$ cat config.mk
export PLATFORM = sky130hd
export DESIGN_NAME = fir_mem_sequencer_flat
export DESIGN_NICKNAME = d
export VERILOG_FILES = /design/src/rtl/fir_mem_sequencer_if.sv /design/src/rtl/fir_mem_sequencer.sv /design/src/flat_wrapper.sv
export SDC_FILE = /design/constraint.sdc
export NUM_CORES = 2
export LEC_CHECK = 0
export ABC_AREA = 1
export BUFFER_PORTS_ARGS = -buffer_cell sky130_fd_sc_hd__buf_4
export CORE_MARGIN = 2
export CORE_UTILIZATION = 23
export DETAILED_ROUTE_END_ITERATION = 6
export GPL_TIMING_DRIVEN = 0
export PLACE_DENSITY = 0.37
export SYNTH_ARGS = -nofsm -noshare
export SYNTH_HDL_FRONTEND = slang
export SYNTH_SLANG_ARGS = --single-unit
$ cat constraint.sdc
create_clock -name clk -period 11.6 [get_ports clk]
set_input_delay 0.58 -clock clk [delete_from_list [all_inputs] [get_ports clk]]
set_output_delay 0.58 -clock clk [all_outputs]
set_load 0.03 [all_outputs]
$ cat src/rtl/fir_mem_sequencer_if.sv
// Memory-side bus of the FIR sequencer: sample read port (master drives address)
// and result write port (master drives address, data and strobes).
interface fir_mem_sequencer_if #(
   parameter int DW = 12,
   parameter int AW = 8,
   parameter int OW = 22
);
   logic                 in_ce_n;
   logic [AW-1:0]        in_addr;
   logic signed [DW-1:0] in_data;
   logic                 out_ce_n;
   logic                 out_we_n;
   logic [AW-1:0]        out_addr;
   logic signed [OW-1:0] out_data;

   modport master (
      output in_ce_n, in_addr,
      input  in_data,
      output out_ce_n, out_we_n, out_addr, out_data
   );

   modport slave (
      input  in_ce_n, in_addr,
      output in_data,
      input  out_ce_n, out_we_n, out_addr, out_data
   );
endinterface

$ cat src/rtl/fir_mem_sequencer.sv
// Memory-to-memory FIR filter: streams len samples from the input memory,
// filters them (direct or transposed form) and writes saturated results back.
module fir_mem_sequencer #(
   parameter int DW   = 12,
   parameter int CW   = 12,
   parameter int TAPS = 5,
   parameter int AW   = 8,
   parameter int OW   = 22
) (
   input  logic                    clk,
   input  logic                    rstn,
   input  logic                    start,
   input  logic                    mode,
   input  logic [AW:0]             len,
   input  logic                    coef_we,
   input  logic [$clog2(TAPS)-1:0] coef_idx,
   input  logic signed [CW-1:0]    coef_data,
   fir_mem_sequencer_if.master     mem,
   output logic                    busy,
   output logic                    done,
   output logic                    sat_flag
);

   localparam int IW  = $clog2(TAPS);
   localparam int ACW = DW + CW + $clog2(TAPS);
   localparam int SW  = (ACW > OW) ? ACW : OW;

   localparam logic [1:0] ST_IDLE  = 2'd0;
   localparam logic [1:0] ST_RUN   = 2'd1;
   localparam logic [1:0] ST_DRAIN = 2'd2;
   localparam logic [1:0] ST_FIN   = 2'd3;

   localparam logic [AW-1:0]      ADDR_ZERO = {AW{1'b0}};
   localparam logic [AW-1:0]      ADDR_ONE  = {{(AW-1){1'b0}}, 1'b1};
   localparam logic [AW:0]        LEN_ZERO  = {(AW+1){1'b0}};
   localparam logic [AW:0]        LEN_ONE   = {{AW{1'b0}}, 1'b1};
   localparam logic signed [SW-1:0] SAT_MAX = SW'({1'b0, {(OW-1){1'b1}}});
   localparam logic signed [SW-1:0] SAT_MIN = ~SAT_MAX;

   function automatic logic clamp_f(input logic signed [ACW-1:0] v);
      logic signed [SW-1:0] w;
      w = SW'(v);
      return (w > SAT_MAX) || (w < SAT_MIN);
   endfunction

   function automatic logic signed [OW-1:0] sat_f(input logic signed [ACW-1:0] v);
      logic signed [SW-1:0] w;
      w = SW'(v);
      if (w > SAT_MAX) begin
         w = SAT_MAX;
      end else if (w < SAT_MIN) begin
         w = SAT_MIN;
      end else begin
         w = SW'(v);
      end
      return w[OW-1:0];
   endfunction

   logic [1:0]            state_r;
   logic                  mode_r;
   logic [AW:0]           len_r;
   logic                  busy_r;
   logic                  done_r;
   logic                  sat_r;
   logic                  in_ce_n_r;
   logic [AW-1:0]         in_addr_r;
   logic                  rd_vld_r;
   logic                  rd_last_r;
   logic [AW-1:0]         rd_addr_r;
   logic                  wr_last_r;
   logic                  out_ce_n_r;
   logic                  out_we_n_r;
   logic [AW-1:0]         out_addr_r;
   logic signed [OW-1:0]  out_data_r;

   logic signed [CW-1:0]  coef_r    [0:TAPS-1];
   logic signed [DW-1:0]  dly_r     [0:TAPS-2];
   logic signed [ACW-1:0] tps_r     [0:TAPS-2];
   logic signed [ACW-1:0] tps_nxt_s [0:TAPS-2];
   logic signed [ACW-1:0] prod_s    [0:TAPS-1];
   logic signed [ACW-1:0] acc_dir_s;
   logic signed [ACW-1:0] acc_s;
   logic signed [DW-1:0]  x_s;
   logic                  sat_hit_s;
   logic signed [OW-1:0]  y_s;
   logic                  start_ok_s;
   logic                  last_addr_s;

   assign x_s         = mem.in_data;
   assign start_ok_s  = (state_r == ST_IDLE) && start;
   assign last_addr_s = ({1'b0, in_addr_r} == (len_r - LEN_ONE));

   // Both filter structures from the sample arriving this cycle; mode picks the result
   always_comb begin
      for (int k = 0; k < TAPS; k++) begin
         prod_s[k] = ACW'(coef_r[k]) * ACW'(x_s);
      end
      acc_dir_s = prod_s[0];
      for (int k = 1; k < TAPS; k++) begin
         acc_dir_s = acc_dir_s + ACW'(coef_r[k]) * ACW'(dly_r[k-1]);
      end
      for (int k = 0; k < TAPS-2; k++) begin
         tps_nxt_s[k] = prod_s[k+1] + tps_r[k+1];
      end
      tps_nxt_s[TAPS-2] = prod_s[TAPS-1];
      if (mode_r) begin
         acc_s = prod_s[0] + tps_r[0];
      end else begin
         acc_s = acc_dir_s;
      end
      sat_hit_s = clamp_f(acc_s);
      y_s       = sat_f(acc_s);
   end

   // Sequencer FSM, address generation, write port and status flags
   always_ff @(posedge clk or posedge rstn) begin
      if (rstn) begin
         state_r    <= ST_IDLE;
         mode_r     <= 1'b0;
         len_r      <= LEN_ZERO;
         busy_r     <= 1'b0;
         done_r     <= 1'b0;
         sat_r      <= 1'b0;
         in_ce_n_r  <= 1'b1;
         in_addr_r  <= ADDR_ZERO;
         rd_vld_r   <= 1'b0;
         rd_last_r  <= 1'b0;
         rd_addr_r  <= ADDR_ZERO;
         wr_last_r  <= 1'b0;
         out_ce_n_r <= 1'b1;
         out_we_n_r <= 1'b1;
         out_addr_r <= ADDR_ZERO;
         out_data_r <= {OW{1'b0}};
      end else begin
         rd_vld_r  <= (state_r == ST_RUN);
         rd_last_r <= (state_r == ST_RUN) && last_addr_s;
         rd_addr_r <= in_addr_r;
         if (rd_vld_r) begin
            out_ce_n_r <= 1'b0;
            out_we_n_r <= 1'b0;
            out_addr_r <= rd_addr_r;
            out_data_r <= y_s;
            wr_last_r  <= rd_last_r;
            if (sat_hit_s) begin
               sat_r <= 1'b1;
            end
         end else begin
            out_ce_n_r <= 1'b1;
            out_we_n_r <= 1'b1;
            wr_last_r  <= 1'b0;
         end
         case (state_r)
            ST_IDLE: begin
               done_r <= 1'b0;
               if (start) begin
                  mode_r <= mode;
                  len_r  <= len;
                  busy_r <= 1'b1;
                  sat_r  <= 1'b0;
                  if (len == LEN_ZERO) begin
                     state_r <= ST_FIN;
                     done_r  <= 1'b1;
                  end else begin
                     state_r   <= ST_RUN;
                     in_ce_n_r <= 1'b0;
                     in_addr_r <= ADDR_ZERO;
                  end
               end
            end
            ST_RUN: begin
               if (last_addr_s) begin
                  state_r   <= ST_DRAIN;
                  in_ce_n_r <= 1'b1;
               end else begin
                  in_addr_r <= in_addr_r + ADDR_ONE;
               end
            end
            ST_DRAIN: begin
               // wr_last_r marks the final write being presented this cycle
               if (wr_last_r) begin
                  state_r <= ST_FIN;
                  done_r  <= 1'b1;
               end
            end
            ST_FIN: begin
               state_r <= ST_IDLE;
               done_r  <= 1'b0;
               busy_r  <= 1'b0;
            end
            default: begin
               state_r   <= ST_IDLE;
               in_ce_n_r <= 1'b1;
               done_r    <= 1'b0;
               busy_r    <= 1'b0;
            end
         endcase
      end
   end

   // Delay line / transposed partial sums: cleared per run, advanced per sample
   always_ff @(posedge clk or posedge rstn) begin
      if (rstn) begin
         for (int k = 0; k < TAPS-1; k++) begin
            dly_r[k] <= {DW{1'b0}};
            tps_r[k] <= {ACW{1'b0}};
         end
      end else if (start_ok_s) begin
         for (int k = 0; k < TAPS-1; k++) begin
            dly_r[k] <= {DW{1'b0}};
            tps_r[k] <= {ACW{1'b0}};
         end
      end else if (rd_vld_r) begin
         dly_r[0] <= x_s;
         for (int k = 1; k < TAPS-1; k++) begin
            dly_r[k] <= dly_r[k-1];
         end
         for (int k = 0; k < TAPS-1; k++) begin
            tps_r[k] <= tps_nxt_s[k];
         end
      end
   end

   // Coefficient bank, writable only while idle and only for valid indices
   always_ff @(posedge clk or posedge rstn) begin
      if (rstn) begin
         for (int k = 0; k < TAPS; k++) begin
            coef_r[k] <= {CW{1'b0}};
         end
      end else if ((state_r == ST_IDLE) && coef_we && (int'(coef_idx) < TAPS)) begin
         coef_r[coef_idx] <= coef_data;
      end
   end

   assign mem.in_ce_n  = in_ce_n_r;
   assign mem.in_addr  = in_addr_r;
   assign mem.out_ce_n = out_ce_n_r;
   assign mem.out_we_n = out_we_n_r;
   assign mem.out_addr = out_addr_r;
   assign mem.out_data = out_data_r;
   assign busy         = busy_r;
   assign done         = done_r;
   assign sat_flag     = sat_r;

   logic unused_iw_s;
   assign unused_iw_s = (IW == 0);

endmodule

$ cat src/flat_wrapper.sv
// flat-port wrapper written by rule: the top's interface ports become plain ports
module fir_mem_sequencer_flat 
#(
   parameter int DW   = 12,
   parameter int CW   = 12,
   parameter int TAPS = 5,
   parameter int AW   = 8,
   parameter int OW   = 22
)
  (clk, rstn, start, mode, len, coef_we, coef_idx, coef_data, busy, done, sat_flag, mem_in_ce_n, mem_in_addr, mem_in_data, mem_out_ce_n, mem_out_we_n, mem_out_addr, mem_out_data);
  fir_mem_sequencer_if #(.DW(DW), .AW(AW), .OW(OW)) mem_i ();
  input  logic clk;
  input  logic rstn;
  input  logic start;
  input  logic mode;
  input  logic [AW:0] len;
  input  logic coef_we;
  input  logic [$clog2(TAPS)-1:0] coef_idx;
  input  logic signed [CW-1:0] coef_data;
  output logic busy;
  output logic done;
  output logic sat_flag;
  output wire logic [$bits(mem_i.in_ce_n)-1:0] mem_in_ce_n;
  output wire logic [$bits(mem_i.in_addr)-1:0] mem_in_addr;
  input wire logic [$bits(mem_i.in_data)-1:0] mem_in_data;
  output wire logic [$bits(mem_i.out_ce_n)-1:0] mem_out_ce_n;
  output wire logic [$bits(mem_i.out_we_n)-1:0] mem_out_we_n;
  output wire logic [$bits(mem_i.out_addr)-1:0] mem_out_addr;
  output wire logic [$bits(mem_i.out_data)-1:0] mem_out_data;
  assign mem_in_ce_n = mem_i.in_ce_n;
  assign mem_in_addr = mem_i.in_addr;
  assign mem_i.in_data = mem_in_data;
  assign mem_out_ce_n = mem_i.out_ce_n;
  assign mem_out_we_n = mem_i.out_we_n;
  assign mem_out_addr = mem_i.out_addr;
  assign mem_out_data = mem_i.out_data;
  fir_mem_sequencer #(.DW(DW), .CW(CW), .TAPS(TAPS), .AW(AW), .OW(OW)) u_core (.clk(clk), .rstn(rstn), .start(start), .mode(mode), .len(len), .coef_we(coef_we), .coef_idx(coef_idx), .coef_data(coef_data), .mem(mem_i), .busy(busy), .done(done), .sat_flag(sat_flag));
endmodule
==> impl_metrics.tcl <==
set metrics [dict create \
    final_layout_size_suffix_gt1_share_pct 2.821 \
    fmax_ghz 0.09137 \
    crit_path_start_kind "register" \
    setup_viol_count_final 0 \
    tightest_slew_ps 1550 \
    min_path_cells 3 \
    vias 56630 \
    grt_setup_unrepaired "no" \
    fin_crit_sh_pct 94.34 \
    start_util_pct 23.15 \
    floorplan.core_area_um2 300300 \
    status "finished with violations" \
    final_cell_area_um2 76510 \
    leakage_nw 41.24 \
    numCtsBuffers 40 \
    rr_endpoint "u_core.sat_flag" \
    hold_viol_final 0 \
    ir_worst_vdd_mv 0.1124 \
    remaining_drc_errors 0 \
    area_growth_pct 10.08 \
    yosysSeqAreaShare_pct 10.05 \
    dp_hpwl_um 241000 \
    finalWirelength_um 273500 \
    cp_slowest_cell "fa_1" \
    layout_commonest_cell "inv_1" \
    switching_power_mw 1.743 \
    fin_crit_ps 10940 \
    ys_types 59 \
    hp-class "input pin to register" \
    die_width_um 553.7 \
    grt_antenna_before_repair 26 \
    final-max-slew-violation-count 11 \
    setup_ws_ps 656.1 \
    place.gp.congestion 0.9000 \
    p_clk_share_pct 32.1 \
    cts.sinks 279 \
    syn-num-nets 10880 \
    wl_per_cell_um 20.97 \
    power_frac_seq_pct 24.2 \
    drtIter0Drc 3566 \
    hold_start "len[4]" \
    die_area_um2 306600 \
    cts_tree "done" \
    postSynthAreaPerCell_um2 7.790 \
    ant_nets 0 \
    multi_input_area_um2 52190 \
    layout_common_cells "2,425 x inv_1, 2,276 x nand2_1, 1,320 x fa_1" \
    cp_common_cell "nand2_1" \
    internal_power_mw 2.338 \
    slew_headroom_pct -3.309 \
    synth-edff-count 0 \
    clock_skew_ps 62.27 \
    ff_latch_area_um2 6984 \
    first_global_vias 59790 \
    combPwrFrac_pct 43.7 \
    holdPathEnd "u_core.len_r[4]" \
    grt_max_degree 114 \
    placed_cell_area_um2 75100 \
    ff2ff_setup_slack_ps 660 \
    end_kind "register" \
    crit_arrival_ps 11460 \
    drt-vias-per-instance 4.343 \
    drt-pass1-iter-count 6 \
    synth-main-ff-cell "dfrtp_1" \
    overflow 0 \
    syn-cell-area_um2 69510 \
    yosys_warnings 0 \
    cap_violations 1 \
    cp.required_ps 12120 \
    power_density_nw_per_um2 53.35 \
    finalSetupTns_ps 0 \
    r2r_cells 41 \
    post-place-ws_ps 476.6 \
    violations "max-capacitance violations, max-slew violations" \
    clock_path_buffers 3 \
    fin_nets 11000 \
    max_stage_delay_ps 750 \
    synth_cells 8923 \
    rows 201 \
    grt_pass1_wl_um 404600 \
    clk_latency_ps 640 \
    nFillCells 33450 \
    die_h_um 553.7 \
    clockRootBuffer "clkbuf_16" \
    critPathKind "register to register" \
    pin_count 85 \
    hold_ws_ps 160.2 \
    swShare_pct 42.71 \
    cts.clk_slew.worst_paths_ps 60 \
    synth-async-reset-ratio_pct 100.0 \
    ys_ff_latch 279 \
    port_buffers 73 \
    htreeDepth 2 \
    grt_usage_pct 17.94 \
    path_max_fanout 10 \
    r2r-start "u_core.coef_r[13]" \
]
routing by layer:
| metal | GRT usage [%] | vias to the layer above | routed length, um |
|---|---|---|---|
| met2 | 29.24 | 1112 | 125900 |
| met4 | 4.140 | 0 | 7058 |
| li1 | - | 26410 | - |
| met5 | 0 | - | 0 |
| met3 | 2.024 | 197 | 12810 |
| met1 | 25.28 | 28920 | 127700 |
worst max-delay path, delay by kind of cell, from the launching register on:
family	cells	cell delay, ps
adders and majority gates	10	5160
and+or+nand+nor	19	2310
buffers and inverters	7	1580
AOI/OAI and AO/OA	4	750
xor gates and xnor gates	1	680
DFF	1	320
flip-flops by register name (all words and copies together) (netlist names):
signal and count:
u_core.mem.in_ce_n 1, u_core.rd_last_r 1, u_core.mem.out_addr 8, u_core.mem.out_data 22
u_core.tps_r 105, u_core.busy 1, u_core.mode_r 1, u_core.sat_flag 1
u_core.rd_addr_r 8, u_core.dly_r 48, u_core.mem.out_ce_n 1, u_core.state_r 2
u_core.wr_last_r 1, u_core.coef_r 60, u_core.done 1, u_core.len_r 9
u_core.rd_vld_r 1, u_core.mem.in_addr 8
power groups by stage:
stage                     Clock (mW)  Combinational (mW)  Sequential [mW]
after floorplan                    0                1.21             1.00
after global placement             0                1.81             1.01
after detailed placement           0                1.81             1.00
after CTS                       1.36                1.82            0.987
after global routing            1.39                2.02            0.988
final                           1.31                1.78            0.987
what timing repair did:
action / CTS / global route
setup buffers: 0 / 0
endpoints found under the hold margin: 9 / 0
gates resized for setup: 0 / 11
setup endpoints to repair: 0 / 12
hold buffers: 1 / 0
how the worst max path moves through the flow:
stage                                 start                      end  cells after the start
after detailed placement  u_core.coef_r[13]          u_core.sat_flag                     47
after global routing      u_core.coef_r[13]          u_core.sat_flag                     47
after floorplan           u_core.coef_r[11]  u_core.mem.out_data[11]                     46
final                     u_core.coef_r[13]          u_core.sat_flag                     41
after global placement                 rstn        u_core.coef_r[54]                      2
after CTS                 u_core.coef_r[18]          u_core.sat_flag                     47
through the flow:
step / util (%) / instances / power [mW]
after detailed placement: 25.01 / 12960 / 2.817
after global placement: 24.98 / 12950 / 2.817
after CTS: 25.46 / 13030 / 4.163
final: 25.48 / 13040 / 4.082
after global routing: 25.47 / 13030 / 4.396
after floorplan: - / 8923 / 2.207
Yosys cell counts (all sizes together), types with 14 or more instances:
library cell / count / share of area, %
a21o: 18 / 0.19
a21oi: 367 / 2.6
a31oi: 17 / 0.15
buf: 27 / 0.19
clkbuf: 293 / 1.6
dfrtp: 277 / 10
fa: 1320 / 38
ha: 595 / 11
inv: 2429 / 13
nand2: 2288 / 12
nand3: 159 / 1.2
nand4: 35 / 0.32
nor2: 261 / 1.4
nor3: 44 / 0.33
o211ai: 14 / 0.15
o21ai: 337 / 2.4
o21bai: 30 / 0.33
o22ai: 28 / 0.25
o31ai: 23 / 0.25
or2: 46 / 0.41
xnor2: 91 / 1.1
xor2: 146 / 1.8
cells by family after synthesis:
| family | share of synthesized area [%] |
|---|---|
| AND/OR/NAND/NOR | 16.25 |
| XOR/XNOR | 2.986 |
| adder cells (fa/ha/maj) | 48.73 |
| AO/OA/AOI/OAI | 7.085 |
| buffers and inverters | 14.90 |
| flip-flops | 10.05 |
cell type report:
type                       instances  area share, %
tap                             3958          6.472
sequential                       279          9.128
inverter                        2431          11.94
multi-input combinational       5893          68.21
buffer                           320          1.632
clock buffer                      54          1.536
antenna                            9        0.02943
clock inverter                    20         0.2322
timing repair buffer              77         0.8274
(Power assumes the default switching activity.)
